## src/rtl/game_pkg.sv

```systemverilog
// Shared constants and the key-event type for the keyboard front end.
package game_pkg;

   // PS/2 Set-2 prefix bytes
   localparam logic [7:0] PS2_EXT = 8'hE0;
   localparam logic [7:0] PS2_BRK = 8'hF0;

   // Extended (E0-prefixed) arrow codes
   localparam logic [7:0] PS2_ARROW_UP    = 8'h75;
   localparam logic [7:0] PS2_ARROW_DOWN  = 8'h72;
   localparam logic [7:0] PS2_ARROW_LEFT  = 8'h6B;
   localparam logic [7:0] PS2_ARROW_RIGHT = 8'h74;

   // Non-extended WASD codes
   localparam logic [7:0] PS2_KEY_W = 8'h1D;
   localparam logic [7:0] PS2_KEY_S = 8'h1B;
   localparam logic [7:0] PS2_KEY_A = 8'h1C;
   localparam logic [7:0] PS2_KEY_D = 8'h23;

   // Direction indices; they double as bit positions in held
   localparam logic [1:0] DIR_DOWN  = 2'd0;
   localparam logic [1:0] DIR_UP    = 2'd1;
   localparam logic [1:0] DIR_LEFT  = 2'd2;
   localparam logic [1:0] DIR_RIGHT = 2'd3;

   // 3-bit last-pressed encoding: MSB set means no key
   localparam logic [2:0] DIR_NONE = 3'b100;

   typedef enum logic [1:0] {
      ST_IDLE    = 2'd0,
      ST_EXT     = 2'd1,
      ST_BRK     = 2'd2,
      ST_EXT_BRK = 2'd3
   } parser_state_t;

   typedef struct packed {
      logic       is_make;
      logic       dir_valid;
      logic [1:0] dir;
   } key_event_t;

   // Map a completed code to a direction; unmapped codes give dir_valid=0.
   function automatic key_event_t decode_key(input logic [7:0] code,
                                             input logic       ext,
                                             input logic       wasd_en,
                                             input logic       is_make);
      key_event_t ev;
      ev.is_make   = is_make;
      ev.dir_valid = 1'b0;
      ev.dir       = DIR_DOWN;
      if (ext) begin
         case (code)
            PS2_ARROW_UP:    begin ev.dir_valid = 1'b1; ev.dir = DIR_UP;    end
            PS2_ARROW_DOWN:  begin ev.dir_valid = 1'b1; ev.dir = DIR_DOWN;  end
            PS2_ARROW_LEFT:  begin ev.dir_valid = 1'b1; ev.dir = DIR_LEFT;  end
            PS2_ARROW_RIGHT: begin ev.dir_valid = 1'b1; ev.dir = DIR_RIGHT; end
            default: ;
         endcase
      end else if (wasd_en) begin
         case (code)
            PS2_KEY_W: begin ev.dir_valid = 1'b1; ev.dir = DIR_UP;    end
            PS2_KEY_S: begin ev.dir_valid = 1'b1; ev.dir = DIR_DOWN;  end
            PS2_KEY_A: begin ev.dir_valid = 1'b1; ev.dir = DIR_LEFT;  end
            PS2_KEY_D: begin ev.dir_valid = 1'b1; ev.dir = DIR_RIGHT; end
            default: ;
         endcase
      end
      return ev;
   endfunction

endpackage

```

## src/rtl/scan_code_parser.sv

```systemverilog
// Prefix-tracking parser: turns the E0/F0 byte stream into make/break key events.
module scan_code_parser
   import game_pkg::*;
#(
   parameter bit ENABLE_WASD = 1'b1
) (
   input  logic       clock,
   input  logic       resetn,
   input  logic       clear,
   input  logic [7:0] scan_code,
   input  logic       scan_valid,
   output key_event_t key_event,
   output logic       seq_error
);

   parser_state_t state, state_nxt;

   // Prefix state register
   always_ff @(posedge clock or negedge resetn) begin
      if (!resetn) state <= ST_IDLE;
      else         state <= state_nxt;
   end

   // Next state plus same-cycle key event / error pulse; clear aborts any sequence silently
   always_comb begin
      state_nxt = state;
      key_event = '0;
      seq_error = 1'b0;
      if (clear) begin
         state_nxt = ST_IDLE;
      end else if (scan_valid) begin
         case (state)
            ST_IDLE: begin
               if (scan_code == PS2_EXT)      state_nxt = ST_EXT;
               else if (scan_code == PS2_BRK) state_nxt = ST_BRK;
               else key_event = decode_key(scan_code, 1'b0, ENABLE_WASD, 1'b1);
            end
            ST_EXT: begin
               if (scan_code == PS2_BRK)      state_nxt = ST_EXT_BRK;
               else if (scan_code == PS2_EXT) state_nxt = ST_EXT;
               else begin
                  key_event = decode_key(scan_code, 1'b1, ENABLE_WASD, 1'b1);
                  state_nxt = ST_IDLE;
               end
            end
            ST_BRK: begin
               if (scan_code == PS2_BRK) state_nxt = ST_BRK;
               else if (scan_code == PS2_EXT) begin
                  // F0 E0 is out of order; recover by treating E0 as a fresh prefix
                  state_nxt = ST_EXT;
                  seq_error = 1'b1;
               end else begin
                  key_event = decode_key(scan_code, 1'b0, ENABLE_WASD, 1'b0);
                  state_nxt = ST_IDLE;
               end
            end
            ST_EXT_BRK: begin
               if (scan_code == PS2_EXT || scan_code == PS2_BRK) begin
                  state_nxt = ST_IDLE;
                  seq_error = 1'b1;
               end else begin
                  key_event = decode_key(scan_code, 1'b1, ENABLE_WASD, 1'b0);
                  state_nxt = ST_IDLE;
               end
            end
            default: state_nxt = ST_IDLE;
         endcase
      end
   end

endmodule

```

## src/rtl/keyboard_movement_decoder.sv

```systemverilog
// Tracks held movement keys and resolves them to a one-hot-or-zero movement vector.
module keyboard_movement_decoder
   import game_pkg::*;
#(
   parameter bit ENABLE_WASD = 1'b1
) (
   input  logic       clock,
   input  logic       resetn,
   input  logic [7:0] scan_code,
   input  logic       scan_valid,
   input  logic       clear,
   output logic       turn_right,
   output logic       turn_left,
   output logic       move_forward,
   output logic       move_backward,
   output logic [3:0] held,
   output logic       seq_error
);

   key_event_t key_event;
   logic [2:0] last;
   logic [3:0] resolved;

   scan_code_parser #(.ENABLE_WASD(ENABLE_WASD)) u_parser (
      .clock      (clock),
      .resetn     (resetn),
      .clear      (clear),
      .scan_code  (scan_code),
      .scan_valid (scan_valid),
      .key_event  (key_event),
      .seq_error  (seq_error)
   );

   // Held set and most-recent key; arrow and WASD share a bit so either break releases it
   always_ff @(posedge clock or negedge resetn) begin
      if (!resetn) begin
         held <= '0;
         last <= DIR_NONE;
      end else if (clear) begin
         held <= '0;
         last <= DIR_NONE;
      end else if (key_event.dir_valid) begin
         if (key_event.is_make) begin
            held[key_event.dir] <= 1'b1;
            last                <= {1'b0, key_event.dir};
         end else begin
            held[key_event.dir] <= 1'b0;
            if (last == {1'b0, key_event.dir}) last <= DIR_NONE;
         end
      end
   end

   // Most-recent key wins while still held, else fixed priority UP > DOWN > LEFT > RIGHT
   always_comb begin
      resolved = '0;
      if (last != DIR_NONE && held[last[1:0]]) resolved[last[1:0]] = 1'b1;
      else if (held[DIR_UP])                   resolved[DIR_UP]    = 1'b1;
      else if (held[DIR_DOWN])                 resolved[DIR_DOWN]  = 1'b1;
      else if (held[DIR_LEFT])                 resolved[DIR_LEFT]  = 1'b1;
      else if (held[DIR_RIGHT])                resolved[DIR_RIGHT] = 1'b1;
   end

   assign turn_right    = resolved[DIR_RIGHT];
   assign turn_left     = resolved[DIR_LEFT];
   assign move_forward  = resolved[DIR_UP];
   assign move_backward = resolved[DIR_DOWN];

endmodule

```

## config.mk

```make
export PLATFORM = sky130hd
export DESIGN_NAME = keyboard_movement_decoder
export DESIGN_NICKNAME = d
export VERILOG_FILES = /design/src/rtl/game_pkg.sv /design/src/rtl/scan_code_parser.sv /design/src/rtl/keyboard_movement_decoder.sv
export SDC_FILE = /design/constraint.sdc
export NUM_CORES = 1
export LEC_CHECK = 0
export BUFFER_PORTS_ARGS = -buffer_cell sky130_fd_sc_hd__buf_2
export CAP_MARGIN = 30
export CELL_PAD_IN_SITES_DETAIL_PLACEMENT = 1
export CELL_PAD_IN_SITES_GLOBAL_PLACEMENT = 2
export CORE_UTILIZATION = 31
export CTS_BUF_LIST = sky130_fd_sc_hd__clkbuf_4 sky130_fd_sc_hd__clkbuf_8 sky130_fd_sc_hd__clkbuf_16
export DETAILED_ROUTE_END_ITERATION = 10
export PLACE_DENSITY_LB_ADDON = 0.1
export SYNTH_ARGS = -nofsm -noshare
export SYNTH_HDL_FRONTEND = slang
export SYNTH_SLANG_ARGS = --single-unit
```

## constraint.sdc

```tcl
create_clock -name clock -period 2.25 [get_ports clock]
set_input_delay 0.1125 -clock clock [delete_from_list [all_inputs] [get_ports clock]]
set_output_delay 0.1125 -clock clock [all_outputs]
set_load 0.01 [all_outputs]
```

== Word-level counts from Yosys, hierarchy flattened ==
Cells that the tools add are included.

* Flip-flop bits (word level): 9
* Input port bits: 12
* Output and inout bits: 9
* Logic and storage cells: 84

* $lt $le $gt $ge: 4
* Equality and inequality tests: 16
* Multiplexer cells: 48
* Bitwise logic cells: 3
* Reduce and logical (&&, ||, !) cells: 10

{| class="wikitable"
|+ Operators by type and width
! cell !! number
|-
| two-way mux 4 bit || 11
|-
| equality test 8 x 7 -> 1 bit, second input constant || 4
|-
| equality test 8 x 5 -> 1 bit, second input constant || 3
|-
| one-hot mux 3 bit (4 select lines) || 2
|-
| two-way mux 3 bit || 6
|-
| equality test 8 bit, second input constant || 2
|-
| two-way mux 2 bit || 8
|-
| one-hot mux 4 bit (4 select lines) || 1
|-
| two-way mux 1 bit || 15
|-
| equality test 8 x 6 -> 1 bit, second input constant || 1
|-
| one-hot mux 2 bit (4 select lines) || 1
|-
| < comparator 2 x 3 -> 1 bit, second input constant || 2
|-
| AND 4 bit || 1
|-
| demux 1 bit (select 2 bit) || 2
|-
| equality test 2 bit, second input constant || 2
|-
| >= comparator 2 x 1 -> 1 bit, second input constant || 2
|-
| != test 4 x 2 -> 1 bit, second input constant || 1
|-
| NOT 4 bit || 1
|-
| OR 4 bit || 1
|-
| AND reduction 2 bit || 2
|-
| nonzero test 2 bit || 2
|-
| equality test 3 x 2 -> 1 bit || 1
|-
| logical AND 1 bit || 3
|-
| != test 3 bit, second input constant || 1
|-
| other kinds (6) || 6
|}

== Depth between registers and ports, before layout ==
Gate-level depths: netlist (run 1).

* Depth in word-level cells: 16
* Depth in mapped cells: 7
* Mapped depth without buffers: 7

== Modules after synthesis ==
A second synthesis (run 1) with hierarchy kept.

* Cells, all modules: 97
* Area total of the unflattened synthesis: 817.0 sq um

{| class="wikitable"
|+ By module, submodules not included
! module !! times used !! cells each !! area an instance (sq um) !! sequential area each (sq um)
|-
| keyboard_movement_decoder || 1 || 53 || 480.5 || 176.4
|-
| scan_code_parser || 1 || 44 || 336.6 || 50.0
|}

== Worst setup path before layout (run 1) ==
No wires, ideal clock.

* Path kind: input-to-reg
* Start: in scan_code[7]
* End: reg last[0]
* Library setup time: 125 ps
* Arrival: 1,664 ps
* Required time: 2,125 ps
* Setup slack: 461 ps
* Cell stages on the path: 7
* Buffers on the path: 0
* Path through: and4bb_2 nand4_1 and3_1 a211oi_2 mux2_2 a41oi_2 o21ai_1

* Word-level cells in the longest chain between the ends: 10
* Elaborated cells between the ends (all ways): 30
* Classes of those cells: eq/ne: 11; mux: 15; reduce/logical: 4

{| class="wikitable"
|+ RTL lines
! what !! line !! source
|-
| start, declared || keyboard_movement_decoder.sv:9 || <nowiki>input logic [7:0] scan_code,</nowiki>
|-
| equality test 8 x 6 -> 1 bit (tied with other cells) || game_pkg.sv:60 || <nowiki>case (code)</nowiki>
|-
| one-hot mux 3 bit (4 select lines), on equally long branches || game_pkg.sv:60, game_pkg.sv:52 ||
|-
| two-way mux 3 bit (tied with other cells) || scan_code_parser.sv:48 || <nowiki>else if (scan_code == PS2_EXT) begin</nowiki>
|-
| two-way mux 4 bit, on equally long branches || scan_code_parser.sv:47, scan_code_parser.sv:34, scan_code_parser.sv:39 ||
|-
| one-hot mux 4 bit (4 select lines) * || scan_code_parser.sv:32 || <nowiki>case (state)</nowiki>
|-
| two-way mux 4 bit * || scan_code_parser.sv:31 || <nowiki>end else if (scan_valid) begin</nowiki>
|-
| two-way mux 4 bit * || scan_code_parser.sv:29 || <nowiki>if (clear) begin</nowiki>
|-
| equality test 3 x 2 -> 1 bit / two-way mux 3 bit (equally long branches) || keyboard_movement_decoder.sv:48, keyboard_movement_decoder.sv:43 ||
|-
| nonzero test 3 bit (no source line) / two-way mux 3 bit (equally long branches) || n/a ||
|-
| AND reduction 2 bit (no source line) / two-way mux 3 bit (equally long branches) || n/a ||
|-
| end signal, assigned || keyboard_movement_decoder.sv:45 || <nowiki>last <= {1'b0, key_event.dir};</nowiki>
|-
| end, declared || keyboard_movement_decoder.sv:21 || <nowiki>logic [2:0] last;</nowiki>
|}

Mark *: on every way between the ends. The rest lies on a longest branch, timed or not. The select of a mux whose other input is x is not followed.
A chain may end at the register's enable or synchronous reset.

== Worst setup path in the final report (run 1) ==
* Start: reg u_parser.state[0]
* End: reg last[0]

* Word-level cells in the longest chain between the ends: 7
* Elaborated cells between the ends (all ways): 14
* Classes of those cells: eq/ne: 4; mux: 6; reduce/logical: 4

{| class="wikitable"
|+ RTL lines
! what !! line !! source
|-
| start, declared || scan_code_parser.sv:16 || <nowiki>parser_state_t state, state_nxt;</nowiki>
|-
| start signal, assigned || scan_code_parser.sv:21 || <nowiki>else state <= state_nxt;</nowiki>
|-
| equality test 2 bit (tied with other cells) || scan_code_parser.sv:32 ||
|-
| one-hot mux 4 bit (4 select lines) * || scan_code_parser.sv:32 ||
|-
| two-way mux 4 bit * || scan_code_parser.sv:31 ||
|-
| two-way mux 4 bit * || scan_code_parser.sv:29 ||
|-
| equality test 3 x 2 -> 1 bit / two-way mux 3 bit (equally long branches) || keyboard_movement_decoder.sv:48, keyboard_movement_decoder.sv:43 ||
|-
| nonzero test 3 bit (no source line) / two-way mux 3 bit (equally long branches) || n/a ||
|-
| AND reduction 2 bit (no source line) / two-way mux 3 bit (equally long branches) || n/a ||
|}

Marked as above.

==> impl_metrics.json, run 1 <==
{
  "status": "finished clean",
  "drc": 0,
  "path_max_fanout": 9,
  "final_antenna_net_count": 0,
  "worstSkewPairLatency_ns": 0.25,
  "wirelength_mm": 2.025,
  "ir_drop_v": 0.0003080,
  "dp_cells": 142,
  "die_y_um": 54.43,
  "rsz0062_at_grt": "no",
  "drive_above_1_share": 0.3333,
  "worst_pin_slew_ns": 0.4885,
  "cp.depth": 6,
  "num_vias": 817,
  "firstDrtPassIters": 4,
  "post-route-min-period_ns": 1.984,
  "crit_arrival_ns": 2.11,
  "cts.sink_count": 9,
  "finalHoldViolations": 0,
  "clkPwrFrac": 0.371,
  "fp-row-count": 18,
  "design.portCount": 21,
  "maxCapViolations": 0,
  "dieArea_mm2": 0.002962,
  "syn2layout_area_growth_pct": 19.53,
  "start_kind": "flip-flop",
  "global_route.overflow_total": 0,
  "synth-seq-area-share": 0.2658,
  "power.switching_uw": 80.25,
  "synth_flop_cell": "dfrtp_1",
  "antenna_found_initial": 0,
  "timing.final.crit_share": 0.8816,
  "critPathTopFamily": "compound AO/OA/AOI/OAI gates",
  "core_mm2": 0.002545,
  "yosysUniqueCellTypes": 42,
  "ys_warn_count": 0,
  "pwr-share-seq": 0.474,
  "worstPathRequired_ns": 2.38,
  "grt_max_degree": 15,
  "p_int_uw": 263.9,
  "grt_pass1_wl_mm": 3.270,
  "cts_made_buffers": 3,
  "portBuffers": 20,
  "endpoint": "last[0]$_DFFE_PN0P_",
  "crit_slowest_cell": "dfrtp_1",
  "die-width_um": 54.43,
  "worst_setup_path_end_kind": "flip-flop",
  "p_comb_frac": 0.156,
  "power.leakage_nw": 0.3986,
  "track_usage": 0.1499,
  "htreeDepth": 1,
  "max_freq_mhz": 504.2,
  "syn_avg_cell_area_um2": 8.969,
  "synth_seq_cells": 9,
  "slew-limit-headroom": 0.6738,
  "crit_buf_inv": 0,
  "synth-edff-count": 0,
  "reg2reg_from": "u_parser.state[0]$_DFFE_PN0P_",
  "start_util": 0.3348,
  "viasPerCell": 5.558,
  "power_density_mw_per_mm2": 337.9,
  "clk_path_buf_depth": 2,
  "r2r_end": "last[0]$_DFFE_PN0P_",
  "syn-num-nets": 107,
  "critPathKind": "reg2reg",
  "instances_no_fill": 147,
  "crit_chain": "a31oi_1 > a221oi_4 > nand4b_1 > mux2_2 > a41oi_2 > o21ai_1",
  "skew_ns": 0.001169,
  "power.share.switching": 0.2332,
  "fin_nets": 130,
  "drt_iter0_markers": 12,
  "startpoint": "u_parser.state[0]$_DFFE_PN0P_",
  "grt_pass1_vias": 713,
  "setup_viol": 0,
  "synthArstFlopShare": 1.000,
  "slowest_delay_ns": 0.50,
  "fin_tns_setup_ns": 0,
  "antenna_cells": 0,
  "r2r_cells": 6,
  "path_clk_slew_ns": 0.06,
  "routedWlPerCell_um": 13.78,
  "synth_cells": 95,
  "clockRootBuffer": "clkbuf_4",
  "cts_tree": "done",
  "slew_viol_final": 0,
  "r2r_slack_ns": 0.27,
  "syn_area_um2": 852.1,
  "place.gp.congestion": 0.7929,
  "hp-class": "in2reg"
}
==> sequential cells by signal, indices dropped and copies added (netlist names) <==
register and flops:
u_parser.state 2, last 3, held 4
==> how the worst min path moves through the flow <==
stage | start | to | slack, ns | depth (start not counted)
3_3_place_gp | resetn | held[0]$_DFFE_PN0P_ | -0.03 | 1
4_1_cts | scan_valid | u_parser.state[1]$_DFFE_PN0P_ | 0.18 | 3
6_report | scan_valid | u_parser.state[1]$_DFFE_PN0P_ | 0.19 | 3
2_1_floorplan | resetn | held[0]$_DFFE_PN0P_ | -0.18 | 0
5_1_grt | scan_valid | u_parser.state[1]$_DFFE_PN0P_ | 0.19 | 3
3_5_place_dp | resetn | held[2]$_DFFE_PN0P_ | -0.03 | 1
==> layout make-up <==
class                           count  area [um2]
Inverter                            2       7.507
Multi-Input combinational cell     81       606.8
Clock buffer                        4       30.03
Sequential cell                     9       226.5
Timing Repair Buffer               21       110.1
Fill cell                         307        1526
Tap cell                           30       37.54
==> placed cells by master (no fill, tap or decap), types with 2 or more instances in the layout <==
cell type / n
nand4b_1: 4
and2_1: 2
mux2i_1: 5
clkbuf_4: 4
nand4_1: 4
nand2b_1: 3
mux2_2: 2
dfrtp_1: 8
nor2b_1: 6
nor3_1: 3
nor2_1: 10
a31oi_1: 2
o21ai_0: 2
nand3_1: 2
a21oi_1: 3
nor3b_1: 3
o21ai_1: 2
nand2_1: 5
buf_2: 20
or2_2: 2
inv_1: 2
==> cells in the mapped netlist, drive strengths merged (2+ instances only) <==
| cell | count | share of area |
|---|---|---|
| nand3 | 2 | 0.012 |
| or2 | 2 | 0.015 |
| nand2b | 3 | 0.022 |
| o21ai | 5 | 0.034 |
| nor3 | 3 | 0.018 |
| nor2 | 10 | 0.044 |
| nand4 | 4 | 0.029 |
| a211oi | 2 | 0.023 |
| nand2 | 5 | 0.022 |
| a31oi | 2 | 0.015 |
| clkbuf | 3 | 0.013 |
| or4b | 2 | 0.028 |
| nor3b | 3 | 0.026 |
| and2 | 2 | 0.015 |
| nor2b | 6 | 0.044 |
| mux2i | 5 | 0.059 |
| inv | 2 | 0.0088 |
| a21oi | 3 | 0.018 |
| mux2 | 2 | 0.026 |
| nor4b | 2 | 0.038 |
| dfrtp | 8 | 0.23 |
| nand4b | 4 | 0.041 |
==> metal layers <==
layer  track usage  vias up  share of wire
li1              -      410              -
met1        0.2391      396           0.56
met2        0.2134        9           0.42
met3      0.008333        2          0.016
met4       0.03846        0         0.0025
met5             0        -              0
==> per-stage QoR <==
| stage | power [mW] | setup slack [ns] | hold WS [ns] | area, um2 | util |
|---|---|---|---|---|---|
| 2_1_floorplan | 0.1905 | 0.4610 | -0.1831 | 852.1 | - |
| 3_3_place_gp | 0.2176 | 0.1318 | -0.02913 | 978.4 | 0.3845 |
| 3_5_place_dp | 0.2180 | 0.1469 | -0.02559 | 978.4 | 0.3845 |
| 4_1_cts | 0.3520 | 0.2481 | 0.1777 | 1018 | 0.4002 |
| 5_1_grt | 0.3623 | 0.1178 | 0.1905 | 1018 | 0.4002 |
| 6_report | 0.3441 | 0.2665 | 0.1873 | 1018 | 0.4002 |
==> kinds of logic after synthesis <==
kind of cell,share of synthesized area
buffers and inverters,0.02203
DFF,0.2658
and+or+nand+nor,0.4024
AOI/OAI and AO/OA,0.1983
muxes,0.1116
==> tightest hold or removal path, cell delays in order <==
cell,delay [ns]
buf_2,0.13
nand4_1,0.09
a21oi_1,0.06
==> power groups by stage <==
stage / clock network, mW / logic (mW) / registers [mW]
final: 0.128 / 0.0536 / 0.163
after detailed placement: 0 / 0.0522 / 0.166
after global routing: 0.141 / 0.0587 / 0.163
after global placement: 0 / 0.0518 / 0.166
after CTS: 0.135 / 0.0536 / 0.163
after floorplan: 0 / 0.0249 / 0.166
==> timing repair <==
action,CTS,global route
setup buffers,0,0
hold endpoints to repair,9,0
hold buffers,1,0
resized for setup,0,0
Power figures use the tool's default switching activity.
==> inputs of run 2 (changes only) <==
Settings changed: REMOVE_ABC_BUFFERS from default to 1.
==> run 2 against run 1 <==
  * Sequential power about the same
  * Final area is the same
  * Power increased by 1.7%
  * Via count up 1.1%
  * Sequential share of layout area unchanged
  * Cell count unchanged
  * Global-route usage up 1.8 points
  * Non-clock buffer count is the same
  * Worst hold slack got worse by 0.021 ns
  * Combinational power hardly changed
  * Count of clock-buffer cells in the layout stayed put
  * Largest cell class unchanged
  * Highest routed layer unchanged
==> impl_metrics.json, run 2 (synthesis gave the netlist of run 1 again) <==
{
  "top_register": "held",
  "ir_drop_v": 0.0002490,
  "worstPathRequired_ns": 2.39,
  "post_cts_resized": 0,
  "start_util": 0.3348,
  "r2r_slack_ns": 0.27,
  "timing.final.crit_share": 0.8808,
  "dp_slack_ns": 0.1220,
  "seq_area_um2": 226.5,
  "fp-row-count": 18,
  "setup_viol": 0,
  "placed_area_um2": 978.4,
  "slew_viol_final": 0,
  "clk_path_buf_depth": 2,
  "wirelength_mm": 2.156,
  "place.gp.congestion": 0.7890,
  "n_fill_cell": 328,
  "syn2layout_area_growth_pct": 19.53,
  "post-route-min-period_ns": 1.982,
  "rsz0062_at_grt": "no",
  "worstHoldPathCells": 3,
  "viasPerCell": 5.619,
  "largestRegisters": "held (4), last (3), u_parser.state (2)",
  "r2r_cells": 6,
  "path_max_fanout": 9,
  "worst_pin_slew_ns": 0.4978,
  "firstDrtPassIters": 4,
  "path_clk_slew_ns": 0.06,
  "routedWlPerCell_um": 14.67,
  "power_density_mw_per_mm2": 343.5,
  "grt_max_degree": 15,
  "antenna_cells": 0,
  "slew-limit-headroom": 0.6666,
  "portBuffers": 20,
  "min_from": "scan_valid",
  "core_mm2": 0.002545,
  "final_common_cell": "buf_2",
  "reg2reg_from": "u_parser.state[0]$_DFFE_PN0P_",
  "final_antenna_net_count": 0,
  "layout_setup_ws_ns": 0.2681,
  "maxCapViolations": 0,
  "cts_tree": "done",
  "start_kind": "flip-flop",
  "worstSkewPairLatency_ns": 0.26,
  "dieArea_mm2": 0.002962,
  "drive_above_1_share": 0.3333,
  "critPathKind": "reg2reg",
  "cts_made_buffers": 3,
  "stdcell_area_mm2": 0.001018,
  "num_vias": 826,
  "holdBufCountCts": 1,
  "clockRootBuffer": "clkbuf_4",
  "status": "finished clean",
  "finalHoldViolations": 0,
  "worst_setup_path_end_kind": "flip-flop",
  "track_usage": 0.1675,
  "grt_pass1_wl_mm": 3.636,
  "die-width_um": 54.43,
  "dp_hpwl_mm": 1.708,
  "power.leakage_nw": 0.3986,
  "hold-path-endpoint": "u_parser.state[1]$_DFFE_PN0P_",
  "htreeDepth": 1,
  "grt_pass1_vias": 797,
  "post_cts_buffers": 0,
  "antenna_found_initial": 0,
  "fin_nets": 130,
  "fin_tns_setup_ns": 0,
  "design.portCount": 21,
  "mostFrequentLayoutCells": "20 x buf_2, 10 x nor2_1, 8 x dfrtp_1, 6 x nor2b_1",
  "skew_ns": 0.003040,
  "global_route.overflow_total": 0,
  "crit_arrival_ns": 2.13,
  "hp-class": "in2reg",
  "largest_register_ffs": 4,
  "max_freq_mhz": 504.6,
  "multiInputGateArea_um2": 606.8,
  "r2r_end": "last[0]$_DFFE_PN0P_",
  "drt_iter0_markers": 8,
  "die_y_um": 54.43,
  "cts.sink_count": 9,
  "drc": 0
}
[run 2: cell counts in the layout (fill, tap and decap cells not counted)]
Identical to the previous run, type by type.
[run 2: worst max-delay path, cell delays in order, from the launching register on]
cell	delay, ns
dfrtp_1	0.50
a31oi_1	0.17
a221oi_4	0.48
nand4_1	0.14
mux2_2	0.31
a41oi_2	0.19
o21ai_1	0.09
[run 2: power by group]
part           leakage (nW)  switching (mW)  internal (mW)
Combinational         0.258          0.0316         0.0217
Clock                0.0184          0.0534         0.0802
Sequential            0.122        0.000652          0.162
Total                 0.399          0.0857          0.264
[run 2: how the worst max path moves through the flow]
stage	startpoint	slack, ns	end	cells past startpoint
6_report	u_parser.state[0]$_DFFE_PN0P_	0.27	last[0]$_DFFE_PN0P_	6
5_1_grt	u_parser.state[0]$_DFFE_PN0P_	0.1	last[1]$_DFFE_PN0P_	6
2_1_floorplan	scan_code[7]	0.46	last[0]$_DFFE_PN0P_	7
3_5_place_dp	scan_code[4]	0.12	last[0]$_DFFE_PN0P_	8
4_1_cts	u_parser.state[0]$_DFFE_PN0P_	0.26	last[0]$_DFFE_PN0P_	5
3_3_place_gp	scan_code[4]	0.17	last[0]$_DFFE_PN0P_	8
[run 2: metrics by stage]
| step | std cells | total power, mW | hold slack, ns | utilization |
|---|---|---|---|---|
| CTS | 147 | 0.3588 | 0.1618 | 0.4002 |
| global route | 147 | 0.3697 | 0.1963 | 0.4002 |
| floorplan | 92 | 0.1884 | -0.1831 | - |
| detailed placement | 142 | 0.2181 | -0.02752 | 0.3845 |
| global placement | 142 | 0.2167 | -0.03213 | 0.3845 |
| finish | 147 | 0.3499 | 0.1665 | 0.4002 |
[run 2: layer usage]
metal	track usage	up-vias	part of all wire
li1	-	409	-
met1	0.2479	406	0.52
met2	0.2520	9	0.46
met3	0.008333	2	0.015
met4	0.06410	0	0.0065
met5	0	-	0
[run 2: final cells by class]
cell class              instances  area share
multi-input cells              81      0.5958
flip-flops and latches          9      0.2224
repair buffers                 21      0.1081
well taps                      30     0.03685
clock buffers                   4     0.02948
inverters                       2    0.007371
==> inputs of run 3 (changes only) <==
Settings changed: BUFFER_PORTS_ARGS -buffer_cell sky130_fd_sc_hd__buf_2 to -buffer_cell sky130_fd_sc_hd__clkbuf_2.
==> run 3 against run 2 <==
  * Register-to-register slack is essentially flat
  * Die area stayed put
  * Maximum frequency shrank 0.36%
  * Wire length is 0.37% higher
  * Clock power hardly changed
  * Sequential cell count is the same
  * Global-route usage about the same
  * Non-clock buffer count stayed put
  * Via count shrank 1.8%
  * Power about the same
==> impl_metrics.json, run 3 (synthesis gave the netlist of run 1 again) <==
{
  "worstHoldPathCells": 3,
  "power.leakage_nw": 0.3924,
  "slew_viol_final": 0,
  "largest_register_ffs": 4,
  "clockRootBuffer": "clkbuf_4",
  "final_util": 0.4002,
  "viasPerCell": 5.517,
  "design.portCount": 21,
  "fin_hold_ws_ns": 0.1846,
  "status": "finished clean",
  "hp-class": "in2reg",
  "reg2reg_from": "u_parser.state[0]$_DFFE_PN0P_",
  "mostFrequentLayoutCells": "20 x clkbuf_2, 10 x nor2_1, 8 x dfrtp_1, 6 x nor2b_1",
  "r2r_cells": 5,
  "final_common_cell": "clkbuf_2",
  "grt_max_degree": 15,
  "placed_area_um2": 978.4,
  "cts_tree": "done",
  "grt_pass1_wl_mm": 3.615,
  "critPathKind": "reg2reg",
  "antenna_cells": 0,
  "grt_pass1_vias": 793,
  "fin_tns_setup_ns": 0,
  "drive_above_1_share": 0.3333,
  "htreeDepth": 1,
  "track_usage": 0.1674,
  "start_kind": "flip-flop",
  "drc": 0,
  "drt_iter0_markers": 7,
  "syn2layout_area_growth_pct": 19.53,
  "core_mm2": 0.002545,
  "finalHoldViolations": 0,
  "top_register": "held",
  "path_max_fanout": 7,
  "r2r_slack_ns": 0.26,
  "n_fill_cell": 323,
  "dieArea_mm2": 0.002962,
  "path_clk_slew_ns": 0.06,
  "power_density_mw_per_mm2": 343.6,
  "clk_path_buf_depth": 2,
  "maxCapViolations": 0,
  "layout_setup_ws_ns": 0.2609,
  "cts.sink_count": 9,
  "setup_viol": 0,
  "post_cts_buffers": 0,
  "hold-path-endpoint": "u_parser.state[1]$_DFFE_PN0P_",
  "cts_made_buffers": 3,
  "p_total_uw": 350.0,
  "timing.final.crit_share": 0.8840,
  "portBuffers": 20,
  "final_antenna_net_count": 0,
  "antenna_found_initial": 0,
  "skew_ns": 0.001224,
  "worst_setup_path_end_kind": "flip-flop",
  "r2r_end": "last[0]$_DFFE_PN0P_",
  "post-route-min-period_ns": 1.989,
  "worst_pin_slew_ns": 0.4994,
  "largestRegisters": "held (4), last (3), u_parser.state (2)",
  "slew-limit-headroom": 0.6665,
  "global_route.overflow_total": 0,
  "firstDrtPassIters": 3,
  "worstPathRequired_ns": 2.39,
  "max_freq_mhz": 502.7,
  "die-width_um": 54.43,
  "fin_nets": 130,
  "place.gp.congestion": 0.7849,
  "dp_slack_ns": 0.08437,
  "instances_no_fill": 147,
  "wirelength_mm": 2.164,
  "stdcell_area_mm2": 0.001018,
  "die_y_um": 54.43,
  "min_from": "scan_valid",
  "rsz0062_at_grt": "no",
  "num_vias": 811,
  "routedWlPerCell_um": 14.72,
  "start_util": 0.3348,
  "ir_drop_v": 0.0003079,
  "crit_arrival_ns": 2.13,
  "dp_hpwl_mm": 1.698,
  "worstSkewPairLatency_ns": 0.25,
  "dp_cells": 142,
  "fp-row-count": 18
}
[run 3: power breakdown]
group	switching [mW]	internal, mW
logic	0.0319	0.0215
registers	0.000670	0.162
clock network	0.0534	0.0802
[run 3: layout make-up]
| class | instances | area (um2) | share of cell area |
|---|---|---|---|
| clock buffer | 4 | 30.03 | 0.02948 |
| tap | 30 | 37.54 | 0.03685 |
| inverter | 2 | 7.507 | 0.007371 |
| timing repair buffer | 21 | 110.1 | 0.1081 |
| multi-input combinational | 81 | 606.8 | 0.5958 |
| sequential | 9 | 226.5 | 0.2224 |
[run 3: worst max-delay path: stages (launching register included)]
cell and delay [ns]:
dfrtp_1 0.50, a31oi_1 0.17, a211oi_2 0.50, mux2_2 0.42
a41oi_2 0.20, o21ai_1 0.09
[run 3: what timing repair did]
| action | 4_1_cts | 5_1_grt |
|---|---|---|
| endpoints found under the hold margin | 9 | 0 |
| hold buffers | 1 | 0 |
| resized for setup | 0 | 0 |
[run 3: worst max path at each step]
| stage | start | end | slack (ns) | cells past startpoint |
|---|---|---|---|---|
| floorplan | scan_code[7] | last[0]$_DFFE_PN0P_ | 0.46 | 7 |
| global placement | scan_code[4] | last[0]$_DFFE_PN0P_ | 0.16 | 8 |
| detailed placement | scan_code[4] | last[0]$_DFFE_PN0P_ | 0.08 | 8 |
| CTS | u_parser.state[0]$_DFFE_PN0P_ | last[0]$_DFFE_PN0P_ | 0.25 | 6 |
| global route | u_parser.state[0]$_DFFE_PN0P_ | last[0]$_DFFE_PN0P_ | 0.05 | 6 |
| finish | u_parser.state[0]$_DFFE_PN0P_ | last[0]$_DFFE_PN0P_ | 0.26 | 5 |
[run 3: layer usage]
metal	GRT usage	vias up	routed length, um
li1	-	411	-
met1	0.2441	389	1144
met2	0.2561	9	985
met3	0.01667	2	31
met4	0.05128	0	4
met5	0	-	0
